[src/rtl/mv_mdio_scheduler.sv]
// MDIO transaction scheduler: arbitrates host requests and autonomous PHY status polls onto one MDIO master.
// The poller is compiled in only when MDIO_POLL_EN is defined.
//
// state     | meaning
// IDLE      | nothing in flight; pick the host slot first, else a pending poll
// ISSUE     | one-cycle read/write request pulse to the MDIO master
// WAIT_BUSY | waiting for the master to raise mdio_rw_busy
// WAIT_DONE | waiting for the master to drop mdio_rw_busy
// COMPLETE  | capture read data, signal completion
module mv_mdio_scheduler #(
   parameter logic [23:0] POLL_PERIOD = 24'd1250000,
   parameter logic [7:0]  POLL_REG    = 8'd1,
   parameter logic [3:0]  LINK_BIT    = 4'd2,
   parameter logic [15:0] TIMEOUT     = 16'd1023
) (
   input  logic        clock,
   input  logic        reset_n,
   input  logic        host_rd_req,
   input  logic        host_wr_req,
   input  logic [7:0]  host_reg,
   input  logic [15:0] host_wr_data,
   output logic [15:0] host_rd_data,
   output logic        host_done,
   output logic        host_busy,
   output logic        host_err,
   output logic        mdio_rd_request,
   output logic        mdio_wr_request,
   output logic [7:0]  mdio_register,
   output logic [15:0] mdio_wr_data,
   input  logic        mdio_rw_busy,
   input  logic [15:0] mdio_rd_data,
   output logic        link_up,
   output logic [15:0] poll_data
);

   typedef enum logic [2:0] {
      IDLE      = 3'd0,
      ISSUE     = 3'd1,
      WAIT_BUSY = 3'd2,
      WAIT_DONE = 3'd3,
      COMPLETE  = 3'd4
   } state_t;

   state_t      state, state_nxt;
   logic        slot_valid, slot_wr;
   logic [7:0]  slot_reg;
   logic [15:0] slot_data;
   logic        cur_host, cur_wr;
   logic [15:0] tmo_cnt;
   logic        poll_pending;
   logic        host_done_q, host_err_q;
   logic        start_host, start_poll, tmo_load, tmo_hit, host_finish;
   logic        host_any, host_accept, host_drop;

   // host_done_q extends busy by one cycle so a pulse landing on the done cycle is still refused
   assign host_busy   = slot_valid | host_done_q;
   assign host_done   = host_done_q;
   assign host_err    = host_err_q;
   assign host_any    = host_rd_req | host_wr_req;
   assign host_accept = host_any & ~host_busy;
   assign host_drop   = (host_any & host_busy) | (host_rd_req & host_wr_req);

   always_ff @(posedge clock or negedge reset_n) begin
      if (!reset_n) state <= IDLE;
      else          state <= state_nxt;
   end

   always_comb begin
      state_nxt       = state;
      start_host      = 1'b0;
      start_poll      = 1'b0;
      tmo_load        = 1'b0;
      tmo_hit         = 1'b0;
      mdio_rd_request = 1'b0;
      mdio_wr_request = 1'b0;
      case (state)
         IDLE: begin
            if (slot_valid) begin
               start_host = 1'b1;
               state_nxt  = ISSUE;
            end else if (poll_pending) begin
               start_poll = 1'b1;
               state_nxt  = ISSUE;
            end
         end
         ISSUE: begin
            mdio_wr_request = cur_wr;
            mdio_rd_request = ~cur_wr;
            tmo_load        = 1'b1;
            state_nxt       = WAIT_BUSY;
         end
         WAIT_BUSY: begin
            if (mdio_rw_busy) begin
               tmo_load  = 1'b1;
               state_nxt = WAIT_DONE;
            end else if (tmo_cnt == 16'd0) begin
               tmo_hit   = 1'b1;
               state_nxt = IDLE;
            end
         end
         WAIT_DONE: begin
            if (!mdio_rw_busy) begin
               state_nxt = COMPLETE;
            end else if (tmo_cnt == 16'd0) begin
               tmo_hit   = 1'b1;
               state_nxt = IDLE;
            end
         end
         COMPLETE: state_nxt = IDLE;
         default:  state_nxt = IDLE;
      endcase
      host_finish = cur_host & ((state == COMPLETE) | tmo_hit);
   end

   always_ff @(posedge clock or negedge reset_n) begin
      if (!reset_n) begin
         slot_valid    <= 1'b0;
         slot_wr       <= 1'b0;
         slot_reg      <= '0;
         slot_data     <= '0;
         cur_host      <= 1'b0;
         cur_wr        <= 1'b0;
         mdio_register <= '0;
         mdio_wr_data  <= '0;
         host_rd_data  <= '0;
         host_done_q   <= 1'b0;
         host_err_q    <= 1'b0;
         tmo_cnt       <= '0;
      end else begin
         if (host_accept) begin
            slot_valid <= 1'b1;
            slot_wr    <= host_wr_req;
            slot_reg   <= host_reg;
            slot_data  <= host_wr_data;
         end else if (host_finish) begin
            slot_valid <= 1'b0;
         end
         host_done_q <= host_finish;
         host_err_q  <= host_drop | (tmo_hit & cur_host);
         if (start_host) begin
            cur_host      <= 1'b1;
            cur_wr        <= slot_wr;
            mdio_register <= slot_reg;
            mdio_wr_data  <= slot_data;
         end else if (start_poll) begin
            cur_host      <= 1'b0;
            cur_wr        <= 1'b0;
            mdio_register <= POLL_REG;
            mdio_wr_data  <= '0;
         end
         if (host_finish && !cur_wr)
            host_rd_data <= tmo_hit ? 16'hFFFF : mdio_rd_data;
         // down-counter gives exactly TIMEOUT cycles in each wait phase
         if (tmo_load)
            tmo_cnt <= TIMEOUT - 16'd1;
         else if (tmo_cnt != 16'd0)
            tmo_cnt <= tmo_cnt - 16'd1;
      end
   end

`ifdef MDIO_POLL_EN
   logic [23:0] poll_cnt;
   logic        poll_wrap;

   assign poll_wrap = (poll_cnt == POLL_PERIOD - 24'd1);

   always_ff @(posedge clock or negedge reset_n) begin
      if (!reset_n) begin
         poll_cnt     <= '0;
         poll_pending <= 1'b0;
         link_up      <= 1'b0;
         poll_data    <= '0;
      end else begin
         poll_cnt <= poll_wrap ? 24'd0 : poll_cnt + 24'd1;
         // a wrap on the same cycle as the clear re-arms the poll rather than losing it
         if (poll_wrap)
            poll_pending <= 1'b1;
         else if (state == ISSUE && !cur_host)
            poll_pending <= 1'b0;
         if (state == COMPLETE && !cur_host) begin
            poll_data <= mdio_rd_data;
            link_up   <= mdio_rd_data[LINK_BIT];
         end else if (tmo_hit && !cur_host) begin
            link_up <= 1'b0;
         end
      end
   end
`else
   logic unused_poll_cfg;

   assign poll_pending    = 1'b0;
   assign link_up         = 1'b0;
   assign poll_data       = 16'h0000;
   assign unused_poll_cfg = ^{POLL_PERIOD, LINK_BIT};
`endif

endmodule

[config.mk]
export PLATFORM = sky130hd
export DESIGN_NAME = mv_mdio_scheduler
export DESIGN_NICKNAME = d
export VERILOG_FILES = /design/src/rtl/mv_mdio_scheduler.sv
export SDC_FILE = /design/constraint.sdc
export NUM_CORES = 1
export LEC_CHECK = 0
export BUFFER_PORTS_ARGS = -buffer_cell sky130_fd_sc_hd__buf_2
export CAP_MARGIN = 20
export CORE_UTILIZATION = 35
export DETAILED_ROUTE_END_ITERATION = 12
export SYNTH_ARGS = -nofsm -noshare
export SYNTH_HDL_FRONTEND = slang
export SYNTH_SLANG_ARGS = --single-unit
[constraint.sdc]
create_clock -name clock -period 5.2 [get_ports clock]
set_clock_uncertainty 0.2 [all_clocks]
set_input_delay 0.26 -clock clock [delete_from_list [all_inputs] [get_ports clock]]
set_output_delay 0.26 -clock clock [all_outputs]
set_load 0.02 [all_outputs]
* After elaboration in Yosys (flattened, before gate mapping)
Index checks and enable logic that the tools add are counted.
Storage, ports and cells: register bits 89, bits of input ports 45, word-level logic and storage cells 62, bits in latches 0, memory bits (writable) 0, ROM bits 0, memories 0
Cells by class: multiplexer cells 24, shift-type cells 0, bitwise logic cells 12, reductions and logical operators 7, $mul 0, div/mod/pow operators 0, magnitude comparators 0, equal/unequal tests 5, add/sub/neg operators 1
Operators by type and width (number):
- $mux W16 | 4
- $logic_not A16 Y1 | 1
- $reduce_bool A16 Y1 | 1
- $sub A16 B1 Y16 const B | 1
- $mux W1 | 12
- $mux W3 | 4
- $pmux W3 S4 | 1
- $mux W8 | 1
- $eq A3 B2 Y1 const B | 2
- $and A1 B1 Y1 | 5
- $or A1 B1 Y1 | 5
- $pmux W1 S2 | 2
- $reduce_bool A2 Y1 | 2
- $eq A3 B1 Y1 const B | 1
- $eq A3 B3 Y1 const B | 1
- $logic_not A3 Y1 | 1
- $ne A2 B2 Y1 const B | 1
- $not A1 Y1 | 2
- $logic_and A1 B1 Y1 | 1
- $logic_not A1 Y1 | 1

* Longest topological paths before layout
word-level depth 8, gate-level depth with buffers 7, depth with buffers taken out 6

* Worst setup path after synthesis
OpenSTA, ideal clock, no wires.
kind flip-flop to flip-flop, from register tmo_cnt[0], to register host_rd_data[10], data arrival time 1.790 ns, period minus slack after synthesis 2.067 ns, path slack 3.133 ns, stages on the path, launching flop included 8, cell sequence dfrtp_1 -> inv_1 -> ha_1 -> or3b_1 -> nor2_2 -> nand3_2 -> buf_2 -> a21oi_1
On the way: cells in the longest elaborated chain, start to end 7, elaborated cells on any way between the ends 9, classes of those cells mux (5); bitwise (2); reduce/logical (2)
RTL lines:
- start: declaration | line 49 | logic [15:0] tmo_cnt;
- start signal: assignment | line 155 | tmo_cnt <= TIMEOUT - 16'd1;
- start signal: assignment | line 157 | tmo_cnt <= tmo_cnt - 16'd1;
- $logic_not A16 Y1 (*) | line 96, 104
- $mux W1 (*) | line 96, 104
- $mux W1, on equally long branches | line 102, 93
- $pmux W1 S2 (*) | line 76 | case (state)
- $or A1 B1 Y1 | line 112 | host_finish = cur_host & ((state == COMPLETE) | tmo_hit);
- $and A1 B1 Y1 | line 112
- $logic_and A1 B1 Y1 | line 151 | if (host_finish && !cur_wr)
- end signal: assignment | line 152 | host_rd_data <= tmo_hit ? 16'hFFFF : mdio_rd_data;
- end: declaration | line 22 | output logic [15:0] host_rd_data,
Mark *: on every way between the ends. The rest lies on a longest branch, timed or not. A chain may end at the register's enable or synchronous reset.

* Worst setup path in the final report
from register state[2], to register host_rd_data[1]
On the way: cells in the longest elaborated chain, start to end 5, elaborated cells on any way between the ends 8, classes of those cells eq/ne (3); mux (2); bitwise (2); reduce/logical (1)
RTL lines:
- start: declaration | line 44 | state_t state, state_nxt;
- start signal: assignment | line 65 | else state <= state_nxt;
- $eq A3 B2 Y1 | line 76
- $pmux W1 S2 | line 76
- $or A1 B1 Y1 | line 112
- $and A1 B1 Y1 | line 112
- $logic_and A1 B1 Y1 | line 151
Parallel ways exist; a longest one is shown, timed or not.

==> results list <==
* Worst reg2reg path depth: 4
* Element type at the critical path end: flip-flop
- Clock-pin slew was measured on the worst setup and hold paths at 0.07 ns.
- Data on the critical path is required at its endpoint by 5.19 ns.
* Flip-flop and latch count after synthesis: 89
- Register-to-register path setup slack: 2.42 ns
* Core area: 11000 um2
* Vias in the first global route: 2951
- Ant. Diodes: 0
* Internal power summed over all cells: 1840 uW
* Number of synthesized flops with an enable pin: 0
* Quantity of I/O buffers inserted on ports: 89
- Pwr Total: 2850 uW
- Launching element type of the critical path: flip-flop
* Class of the most critical hold timing path: input pin to flip-flop
- Buffers added to address setup during post-CTS repair amount to 0.
* Most frequent standard cell in the layout excluding fill and tap cells: dfrtp_1
* Clock buffer count from CTS: 9
- Sum of negative setup slack: 0 ns
* Run status: complete, no violations
- Summing all placed instances gives a cell area of 4520 um2.
- For this run, design rule violations remaining after detail routing come to 0.
- Per report_power, the clock group accounts for 23.4% of the total.
* Share of cells above drive strength 1: 36.6%
* Upper clock frequency limit: 360 MHz
* Count of TritonRoute iterations in the first routing pass: 4
* HPWL after detailed placement: 5790 um
* Endpoint with the worst hold slack: host_rd_data[7]
* Hold Startpoint: mdio_rd_data[7]
- For this design the static power due to leakage is 0.00231 uW.
* Die outline area: 11900 um2
- Logic pwr share: 36.8%
* Max Slew Vio Count: 0
- Counting every sink on the clock net gives 89.
* Std cell rows: 38
- The count of final hold-check violations came to 0.
- The total overflow left after global routing is 0.
- Global routing used 16.0% of the available tracks.
* Crit path DAT: 2.77 ns
- Critical path class: flip-flop to flip-flop
- In the final design database the tool counted 500 nets.
- Switching power share of the total: 35.6%
* Share of the synthesized area in the top cell type: 55.5%
- TritonCTS built the clock tree.
- Setup repair after global routing left no endpoint under its margin.
- Maximum resistive drop on vdd: 0.291 mV
- At the pin with the least slew margin, the transition time is 0.991 ns.
* Largest cells by area after synthesis: dfrtp_1 (56%), mux2_2 (13%), buf_4 (3.4%)
* Fill cell instance count of the final layout: 1010
- Vias: 3030
- The tree is rooted in a clkbuf_16.
- After routing the design area is 5130 um2.
- In this run the horizontal extent of the chip is 109 um.
- Synthesis-to-finish area growth: 27.9%
- Max-cap violations in this run came to 0.
* Hold path cells: 3
- The initial utilization of the core area, before any placement, comes to 36.5%.
- Antenna violations before repair: 0
- Average detailed-routed wire length per instance: 14.6 um
* Yosys synthesis warning count: 0
- In the layout the commonest cells are dfrtp_1 (89), buf_2 (88), mux2_2 (48).
* Clock Latency Late Sink: 0.34 ns
- Worst-case headroom to the max-slew limit: 33.7%
* DRT iter0 DRCs: 112
* Post-layout minimum cycle time: 2.78 ns
- Cell area after synthesis: 4010 um2
- Power density over the cells: 556 nW/um2
* Number of levels in the clock H-tree: 3
- Synthesis produced 335 cells.
- Reg2Reg Capture Point: host_rd_data[1]
- Among all flip-flop cells after synthesis, the most frequent one is dfrtp_1.
* Final Setup Violations: 0
* Share of power burned in registers: 39.8%
* Sequential element share of the synthesized area: 55.5%
- From bottom edge to top edge, the die measures 109 um.
- In this run the power spent charging and discharging nets is 1020 uW.
* Top-level I/O count: 107
* Count of cell types in the netlist: 55
- Of all nets on the critical path, the largest fanout is 17.
- Entering global routing, the biggest net connects 49 pins.
* Launch point of the worst reg-to-reg path: state[2]
- Final GP Congestion: 0.786
- Mean area per synthesized cell: 12.0 um2
- Period Utilization, post-route: 53.4%
- The biggest area contributor in the post-synthesis netlist is dfrtp_1.
- Global-route wire length before repair: 14600 um
- Buffer levels on the longest clock path: 2
* Vias per inst: 5.06
- Post-synthesis async set-or-reset flop share: 100%
* WL final: 8760 um
- Detail Route Antenna Nets: 0
[how the worst max path moves through the flow]
stage / cells after the start / endpoint / start
after detailed placement: 4 / host_rd_data[4] / state[2]
after floorplan: 7 / host_rd_data[10] / tmo_cnt[0]
after CTS: 4 / host_rd_data[1] / state[2]
after global routing: 4 / host_rd_data[8] / state[2]
after global placement: 4 / host_rd_data[9] / state[2]
final: 4 / host_rd_data[1] / state[2]
[power by group through the flow]
stage / combinational (uW) / sequential, uW / clock (uW)
4_1_cts: 1060 / 1140 / 688
3_5_place_dp: 1040 / 1150 / 0
2_1_floorplan: 651 / 1240 / 0
6_report: 1050 / 1130 / 667
3_3_place_gp: 1020 / 1120 / 0
5_1_grt: 1150 / 1170 / 717
[cell usage after synthesis (all sizes together) (2+ instances only)]
cell	number
or3	6
nand2	9
inv	7
nor3b	4
and2	3
o211ai	3
nor4b	2
o21ai	7
nand2b	3
nor4	3
nor2	25
o22ai	17
mux2i	5
a21oi	26
mux2	50
nor3	6
clkbuf	4
nand3b	2
dfrtp	89
o311ai	2
a31oi	2
or4	7
a21o	2
o31ai	3
nand3	6
buf	27
[metrics by stage]
stage               setup slack (ns)  hold WS (ns)  instances  utilization [%]
floorplan                       3.13        -0.236        351                -
global placement                2.56        0.0892        552             41.1
detailed placement              2.45         0.105        552             41.1
CTS                             2.43      0.000313        598             46.6
global route                    2.23       0.00906        599             46.7
finish                          2.42        0.0108        599             46.7
[per-layer routing]
| layer | track usage (%) | routed length, um |
|---|---|---|
| met5 | 0 | 0 |
| met4 | 6.37 | 124 |
| met3 | 4.54 | 490 |
| met2 | 26.4 | 4230 |
| met1 | 19.8 | 3910 |
[final cells by class]
type	count	area (um2)	share of cell area (%)
clock buffers	10	229	4.46
clock inverters	6	73.8	1.44
inverters	7	26.3	0.512
multi-input cells	224	1620	31.6
flip-flops and latches	89	2230	43.4
well taps	140	175	3.41
repair buffers	123	778	15.2
[critical path: stages (launching register included)]
cell and delay [ns]:
dfrtp_1 0.58, nor3b_2 0.88, nand2_1 0.63, o22ai_1 0.28, a21oi_1 0.07
[cells by family after synthesis]
group	Yosys count	synth area share (%)
buffers and inverters	38	5.65
flip-flops	89	55.5
multiplexers	55	15.3
XOR/XNOR	1	0.218
other	1	0.0935
AND/OR/NAND/NOR	81	12.3
AO/OA/AOI/OAI	69	10.7
adder cells (fa/ha/maj)	1	0.312
[timing repair]
item / CTS / global route
hold buffers: 30 / 0
endpoints found under the hold margin: 70 / 0
gates resized for setup: 0 / 0
Note: power is estimated with default switching activity, not from simulation.
